<file path="src/rtl/uart_rx_pkg.sv">
// Shared types and timing constants for the UART receive control path.
// Sample/decision points are edge_cnt values within one 16x-oversampled bit.
package uart_rx_pkg;

    typedef enum logic [2:0] {
        IDLE,
        START,
        DATA,
        PARITY,
        STOP
    } rx_state_t;

    localparam int         PRESCALE    = 16;
    localparam int         NUM_SAMPLES = 3;
    localparam logic [3:0] SAMPLE_E0   = 4'd7;
    localparam logic [3:0] SAMPLE_E1   = 4'd8;
    localparam logic [3:0] SAMPLE_E2   = 4'd9;
    localparam logic [3:0] SAMPLE_DONE = 4'd10;
    localparam logic [3:0] LAST_EDGE   = 4'(PRESCALE - 1);

    function automatic logic [3:0] sample_edge(input int idx);
        case (idx)
            0:       return SAMPLE_E0;
            1:       return SAMPLE_E1;
            default: return SAMPLE_E2;
        endcase
    endfunction

    function automatic logic majority3(input logic [2:0] v);
        return (v[0] & v[1]) | (v[0] & v[2]) | (v[1] & v[2]);
    endfunction

endpackage

</file>
<file path="src/rtl/rx_data_sampler.sv">
// Captures the serial line at three mid-bit ticks and presents their majority.
// The voted bit is stable from SAMPLE_DONE until the next bit's first tick.
module rx_data_sampler
    import uart_rx_pkg::*;
(
    input  logic       i_clk,
    input  logic       i_rst_n,
    input  logic       i_rx_in,
    input  logic [3:0] i_edge_cnt,
    input  logic       i_en,
    output logic       o_sampled_bit
);

    logic [NUM_SAMPLES-1:0] w_tick;
    logic [NUM_SAMPLES-1:0] r_samples;

    for (genvar gi = 0; gi < NUM_SAMPLES; gi++) begin : g_tick
        assign w_tick[gi] = i_en && (i_edge_cnt == sample_edge(gi));
    end

    always_ff @(posedge i_clk or negedge i_rst_n) begin
        if (!i_rst_n) begin
            r_samples <= '0;
        end else begin
            for (int i = 0; i < NUM_SAMPLES; i++) begin
                if (w_tick[i]) begin
                    r_samples[i] <= i_rx_in;
                end
            end
        end
    end

    assign o_sampled_bit = majority3(r_samples);

endmodule

</file>
<file path="src/rtl/uart_rx_ctrl.sv">
// UART receiver control/data stage: frame FSM, LSB-first deserializer,
// parity/stop checking and the registered payload/strobe/error outputs.
module uart_rx_ctrl
    import uart_rx_pkg::*;
#(
    parameter int DATA_WIDTH = 8
) (
    input  logic                  i_clk,
    input  logic                  i_rst_n,
    input  logic                  i_rx_in,
    input  logic                  i_par_en,
    input  logic                  i_par_typ,
    input  logic [3:0]            i_bit_cnt,
    input  logic [3:0]            i_edge_cnt,
    output logic                  o_cnt_en,
    output logic [DATA_WIDTH-1:0] o_p_data,
    output logic                  o_data_valid,
    output logic                  o_par_err,
    output logic                  o_stp_err
);

    rx_state_t             r_state;
    logic                  r_par_en;
    logic                  r_par_typ;
    logic [DATA_WIDTH-1:0] r_shift;
    logic [DATA_WIDTH-1:0] r_p_data;
    logic                  r_data_valid;
    logic                  r_par_err;
    logic                  r_stp_err;

    logic                  w_cnt_en;
    logic                  w_sampled_bit;
    logic                  w_at_done;
    logic                  w_at_last;
    logic                  w_last_data;
    logic                  w_par_expected;

    assign w_cnt_en       = (r_state != IDLE);
    assign w_at_done      = (i_edge_cnt == SAMPLE_DONE);
    assign w_at_last      = (i_edge_cnt == LAST_EDGE);
    assign w_last_data    = (i_bit_cnt == 4'(DATA_WIDTH));
    assign w_par_expected = r_par_typ ? ~^r_shift : ^r_shift;

    rx_data_sampler u_sampler (
        .i_clk         (i_clk),
        .i_rst_n       (i_rst_n),
        .i_rx_in       (i_rx_in),
        .i_edge_cnt    (i_edge_cnt),
        .i_en          (w_cnt_en),
        .o_sampled_bit (w_sampled_bit)
    );

    always_ff @(posedge i_clk or negedge i_rst_n) begin
        if (!i_rst_n) begin
            r_state      <= IDLE;
            r_par_en     <= 1'b0;
            r_par_typ    <= 1'b0;
            r_shift      <= '0;
            r_p_data     <= '0;
            r_data_valid <= 1'b0;
            r_par_err    <= 1'b0;
            r_stp_err    <= 1'b0;
        end else begin
            r_data_valid <= 1'b0;
            case (r_state)
                IDLE: begin
                    // Parity config is frozen here so mid-frame changes are ignored.
                    if (!i_rx_in) begin
                        r_state   <= START;
                        r_par_en  <= i_par_en;
                        r_par_typ <= i_par_typ;
                        r_par_err <= 1'b0;
                        r_stp_err <= 1'b0;
                    end
                end
                START: begin
                    if (w_at_last) begin
                        r_state <= w_sampled_bit ? IDLE : DATA;
                    end
                end
                DATA: begin
                    if (w_at_done) begin
                        r_shift <= {w_sampled_bit, r_shift[DATA_WIDTH-1:1]};
                    end
                    if (w_at_last && w_last_data) begin
                        r_state <= r_par_en ? PARITY : STOP;
                    end
                end
                PARITY: begin
                    if (w_at_done) begin
                        r_par_err <= (w_sampled_bit != w_par_expected);
                    end
                    if (w_at_last) begin
                        r_state <= STOP;
                    end
                end
                STOP: begin
                    // Leave mid-stop-bit so a back-to-back start edge is not missed.
                    if (w_at_done) begin
                        r_stp_err <= ~w_sampled_bit;
                        if (w_sampled_bit && !r_par_err) begin
                            r_p_data     <= r_shift;
                            r_data_valid <= 1'b1;
                        end
                        r_state <= IDLE;
                    end
                end
                default: r_state <= IDLE;
            endcase
        end
    end

    assign o_cnt_en     = w_cnt_en;
    assign o_p_data     = r_p_data;
    assign o_data_valid = r_data_valid;
    assign o_par_err    = r_par_err;
    assign o_stp_err    = r_stp_err;

endmodule
</file>
<file path="config.mk">
export PLATFORM = sky130hd
export DESIGN_NAME = uart_rx_ctrl
export DESIGN_NICKNAME = d
export VERILOG_FILES = /design/src/rtl/uart_rx_pkg.sv /design/src/rtl/rx_data_sampler.sv /design/src/rtl/uart_rx_ctrl.sv
export SDC_FILE = /design/constraint.sdc
export NUM_CORES = 1
export LEC_CHECK = 0
export ABC_CLOCK_PERIOD_IN_PS = 1650
export CORE_ASPECT_RATIO = 0.7
export CORE_UTILIZATION = 30
export DETAILED_ROUTE_END_ITERATION = 12
export PLACE_DENSITY = 0.56
export SYNTH_ARGS = -nofsm -noshare
export SYNTH_HDL_FRONTEND = slang
export SYNTH_HIERARCHICAL = 1
export SYNTH_SLANG_ARGS = --single-unit
export TNS_END_PERCENT = 10
</file>
<file path="constraint.sdc">
create_clock -name i_clk -period 1.65 [get_ports i_clk]
set_input_delay 0.165 -clock i_clk [delete_from_list [all_inputs] [get_ports i_clk]]
set_output_delay 0.165 -clock i_clk [all_outputs]
set_load 0.1 [all_outputs]
</file>
* After elaboration in Yosys (flattened, before gate mapping)
Index checks and enable logic that the tools add are counted.
Storage, ports and cells: bits of input ports 13, output and inout port bits 12, logic and storage cells 70, register bits after elaboration 27
Operators by class: bitwise logic cells 7, reductions and logical operators 18, eq/ne operators 17, muxes and demuxes 17
Operators with widths (number):
- 4-bit equality test, second input constant | 5
- 3-bit 2-to-1 mux | 6
- 3-bit one-hot mux with 5 select lines | 1
- 2-bit inequality test, second input constant | 6
- 3-bit AND reduction | 3
- 8-bit XNOR reduction | 1
- 8-bit XOR reduction | 1
- 1-bit 2-to-1 mux | 7
- 3-bit by 2-bit equality test with 1-bit output, second input constant | 2
- 1-bit logical AND | 5
- 5-bit AND reduction | 1
- 4-bit by 3-bit equality test with 1-bit output, second input constant | 1
- 1-bit one-hot mux with 2 select lines | 2
- 2-bit AND reduction | 2
- 2-bit nonzero test | 2
- 1-bit AND | 3
- 3-bit by 1-bit equality test with 1-bit output, second input constant | 1
- 3-bit equality test, second input constant | 1
- 3-bit zero test | 1
- 3-bit nonzero test | 1
- 2-bit 2-to-1 mux | 1
- 1-bit NOT | 2
- 1-bit bitwise OR | 2
- 1-bit zero test | 1
- 1-bit inequality test | 1

* Longest topological paths before layout
depth after elaboration 7, mapped depth 6, depth with buffers taken out 5

* By module
Netlist, hierarchy kept.
By module, submodules not included:
- uart_rx_ctrl | seq. area each 600.6 um^2, instances 1, cells each 91, area each 1156.1 um^2
- rx_data_sampler | seq. area each 75.1 um^2, instances 1, cells each 12, area each 150.1 um^2

* Least setup slack after synthesis
No wires, ideal clock.
path kind register -> register, start register r_state[2], end register r_stp_err, in the netlist o_stp_err, buffers on the path 1, data required time 1.520 ns, slack -0.432 ns, clock period less this slack 2.082 ns, library setup time 0.130 ns, data arrival time 1.953 ns, cell stages (with the launch flop) 6, path through dfrtp_1 clkbuf_2 or3_1 or2_2 nand3_1 o21ai_0
On the way: longest elaborated chain between the ends 3, elaborated cells between the ends (all ways) 7, classes of those cells eq/ne: 3; mux: 1; reduce/logical: 3
RTL lines:
- start: declaration | RTL line uart_rx_ctrl.sv:22 | rx_state_t r_state;
- start signal: assignment | RTL line uart_rx_ctrl.sv:78 | r_state <= w_sampled_bit ? IDLE : DATA;
- start signal: assignment | RTL line uart_rx_ctrl.sv:86 | r_state <= r_par_en ? PARITY : STOP;
- 3-bit equality test / 3-bit zero test (equally long branches) | RTL line uart_rx_ctrl.sv:65 | case (r_state)
- 2-bit inequality test (no source line) / 2-bit nonzero test (equally long branches)
- 3-bit AND reduction (no source line)
- end signal: assignment | RTL line uart_rx_ctrl.sv:100 | r_stp_err <= ~w_sampled_bit;
- end: declaration | RTL line uart_rx_ctrl.sv:29 | logic r_stp_err;
Several ways; a longest one is shown, not always the timed one. A chain may end at the register's enable or synchronous reset.

* Worst setup path in the final report
start register r_state[1], end register r_state[0]
On the way: longest elaborated chain between the ends 3, elaborated cells between the ends (all ways) 12, classes of those cells eq/ne: 9; mux: 1; reduce/logical: 2
RTL lines (RTL line):
- 3-bit by 2-bit equality test with 1-bit output, or another cell as far along | uart_rx_ctrl.sv:65
- 2-bit inequality test (no source line)
- 5-bit AND reduction (no source line)
Several ways; a longest one is shown, not always the timed one.

==> flow_summary_export.csv <==
group,metric,value,unit
logic_synthesis,syn_nets,116,
worst_setup_path,path_class,"flip-flop to flip-flop",
job,max-cap-violations,0,
final_layout,drive_gt1_share,43.54,%
pwr,p_per_area,1251,nW/µm²
floorplanning,core_area,4041,µm²
final_layout,fillerInstances,374,
detailed_routing,antenna_left,0,
logic_synthesis,synth_ff_type,"dfrtp_1",
detailed_routing,drt_wl_total,2805,µm
sta,slew_headroom,66.33,%
logic_synthesis,ys_seq_area_share,51.72,%
worst_setup_path,worstReg2RegStart,"r_state[1]",
logic_synthesis,synth_edf_count,0,
floorplanning,rows,19,
worst_setup_path,crit_family,"simple AND/OR/NAND/NOR gates",
worst_setup_path,critPathCaptureType,"flip-flop",
clock_tree,root_buffer,"clkbuf_8",
worst_setup_path,arrival,1820,ps
placement,gp_congestion,0.7889,
floorplanning,initial_core_util,32.32,%
logic_synthesis,yosysUniqueCellTypes,33,
clock_tree,cts_hold_buf,0,
sta,final.setup.worst_slack,-6.085,ps
floorplanning,die_h,57.21,µm
worst_setup_path,cp.required,1820,ps
detailed_routing,wl_met1,1489,µm
sta,finalSetupViolCount,1,
sta,hold_ws,262.0,ps
pwr,total_power,0.002453,W
logic_synthesis,async_flop_share,100.0,%
sta,rsz0062_at_grt,"yes",
clock_tree,numCtsBuffers,3,
global_route,grt_start_max_net_pins,28,
detailed_routing,wl_met3,115,µm
clock_tree,cts_tree,"built",
detailed_routing,drc,0,
clock_tree,cts.sinks,27,
worst_setup_path,crit_start,"r_state[1]",
sta,hold_viol,0,
sta,fmax,0.6038,GHz
floorplanning,die_area,4627,µm²
global_route,grt_pass1_wl,4864,µm
detailed_routing,vias_per_cell,4.648,
floorplanning,die_x,80.87,µm
final_layout,diodes,0,
clock_tree,clk_pin_slew,90,ps
logic_synthesis,synth_top_area_cell,"dfrtp_1",
sta,finalCriticalPeriod,1656,ps
detailed_routing,wl_met2,1175,µm
pwr,leakagePower,0.9257,nW
placement,port_buffers,24,
worst_setup_path,rr_worst_depth,5,
global_route,overflow,0,
sta,clock_skew,8.262,ps
sta,worst_slew_pin_slew,498.6,ps
global_route,track_usage,14.29,%
logic_synthesis,yosysMostFrequentCell,"dfrtp_1",
worst_setup_path,crit_slowest_cell,"dfrtp_1",
global_route,antenna_found_initial,0,
logic_synthesis,yosys_register_bits,27,
logic_synthesis,ys_top_cells_by_area,"dfrtp_1 52%, mux2_4 9.2%, mux2_2 8.6%, xnor2_1 4.0%, nand2_1 2.0%",
clock_tree,htree_levels,1,
global_route,grt_pass1_vias,949,
clock_tree,clkLatencyLatePin,270,ps
outcome,outcome,"finished with violations",
logic_synthesis,synth_area,1306,µm²
worst_setup_path,path_max_fanout,8,
logic_synthesis,yosysTopAreaCellShare,51.72,%
worst_setup_path,cp-start-kind,"flip-flop",
detailed_routing,num_vias,925,
pwr,vdd_ir_drop_max,0.0007149,V
logic_synthesis,netlist_instances,103,
worst_setup_path,r2r_end,"r_state[0]",
detailed_routing,dr.pass1.iters,4,
final_layout,instances_no_fill,199,
detailed_routing,routed.top_layer,"met4",
final_layout,fin_nets,161,
clock_tree,cts_max_path_buffers,2,
sta,drv_slew,0,
floorplanning,num_io_pins,25,
hold_path,hold_class,"input pin to async pin",
worst_setup_path,ff2ff_setup_slack,-6,ps
worst_setup_path,max_stage_delay,420,ps
sta,tns,-6.085,ps
logic_synthesis,avgSynthCellArea,12.68,µm²
final_layout,fin_util,48.51,%
placement,dp_hpwl,2069,µm
worst_setup_path,cp.buffers_inverters,1,
logic_synthesis,yosys-top-cells-count,"27 x dfrtp_1, 10 x mux2_2, 8 x mux2_4",
outcome,violations,"setup timing",
placement,dp.cells,193,
detailed_routing,drt_iter0_drc,58,
detailed_routing,wl_per_cell,14.10,µm
logic_synthesis,yosysWarnings,6,
sta,fin_crit_sh,100.4,%
final_layout,areaGrowthSynthToFinish,50.10,%
worst_setup_path,path_cells,"buf_6, or3_1, o211ai_1, nand3_2, mux2_4",
==> state kept, by name (all words and copies together), names as in the netlist <==
| register | flops |
|---|---|
| u_sampler/r_samples | 3 |
| o_par_err | 1 |
| r_par_en | 1 |
| r_state | 3 |
| o_data_valid | 1 |
| r_par_typ | 1 |
| o_stp_err | 1 |
| r_shift | 8 |
| o_p_data | 8 |
==> cell usage in the layout (no fill, tap or decap), drive strengths merged <==
cell type and n:
nand4b 1, clkdlybuf4s50 8, and2 1, maj3 1, nor2 5, xor2 1
o21ai 2, nand2 7, or3 2, and4bb 1, or2 1, nand3b 1
nor3b 2, xnor3 1, o2bb2ai 1, or3b 1, buf 32, dlygate4sd2 4
inv 4, nor3 1, clkinvlp 1, mux2 20, a41oi 1, o41ai 2
dfrtp 27, nand4 4, xnor2 6, clkbuf 3, nor2b 1, o211ai 1
nand3 4
==> logic make-up after synthesis <==
group                    synth area share, %
AO/OA/AOI/OAI                          4.024
XOR/XNOR                               6.418
adder cells (fa/ha/maj)               0.7663
buffers and inverters                  3.064
flip-flops                             51.72
multiplexers                           19.54
AND/OR/NAND/NOR                        14.46
==> stage by stage <==
step | setup WS [ps] | instance area (µm²)
4_1_cts | -11.94 | 1961
3_5_place_dp | -337.9 | 1863
2_1_floorplan | -10.53 | 1315
6_report | -6.085 | 1961
5_1_grt | -79.70 | 1961
3_3_place_gp | -310.1 | 1863
==> what timing repair did <==
| item | CTS | global route |
|---|---|---|
| gates cloned | 1 | 0 |
| pin swaps | 7 | 2 |
| resized for setup | 14 | 0 |
| endpoints found under the hold margin | 0 | 0 |
| endpoints found under the setup margin | 11 | 13 |
| buffers inserted | 1 | 0 |
==> per-layer routing <==
metal  vias up  track usage (%)
li1        455                -
met1       449            22.12
met5         -                0
met4         0            3.061
met3         4            4.320
met2        17            19.45
==> worst max path at each step <==
stage	to	slack, ps	cells past startpoint
floorplan	o_p_data[0]	-10	6
global placement	o_p_data[7]	-310	6
detailed placement	o_p_data[2]	-340	6
CTS	o_p_data[3]	-10	5
global route	r_state[0]	-80	5
finish	r_state[0]	-6	5
==> power breakdown <==
part | total [W] | leakage (nW) | internal (W) | switching, W
registers | 0.000878 | 0.363 | 0.000773 | 0.000105
logic | 0.00120 | 0.541 | 0.000604 | 0.000596
clock network | 0.000375 | 0.0217 | 0.000171 | 0.000204
total | 0.00245 | 0.926 | 0.00155 | 0.000905
==> final cells by class <==
class | count | area, µm² | share of cell area [%]
Multi-Input combinational cell | 68 | 621.8 | 31.72
Tap cell | 52 | 65.06 | 3.318
Inverter | 4 | 15.01 | 0.7658
Timing Repair Buffer | 44 | 533.0 | 27.19
Sequential cell | 27 | 676.9 | 34.52
Clock inverter | 1 | 7.507 | 0.3829
Clock buffer | 3 | 41.29 | 2.106
Power figures use the tool's default switching activity.
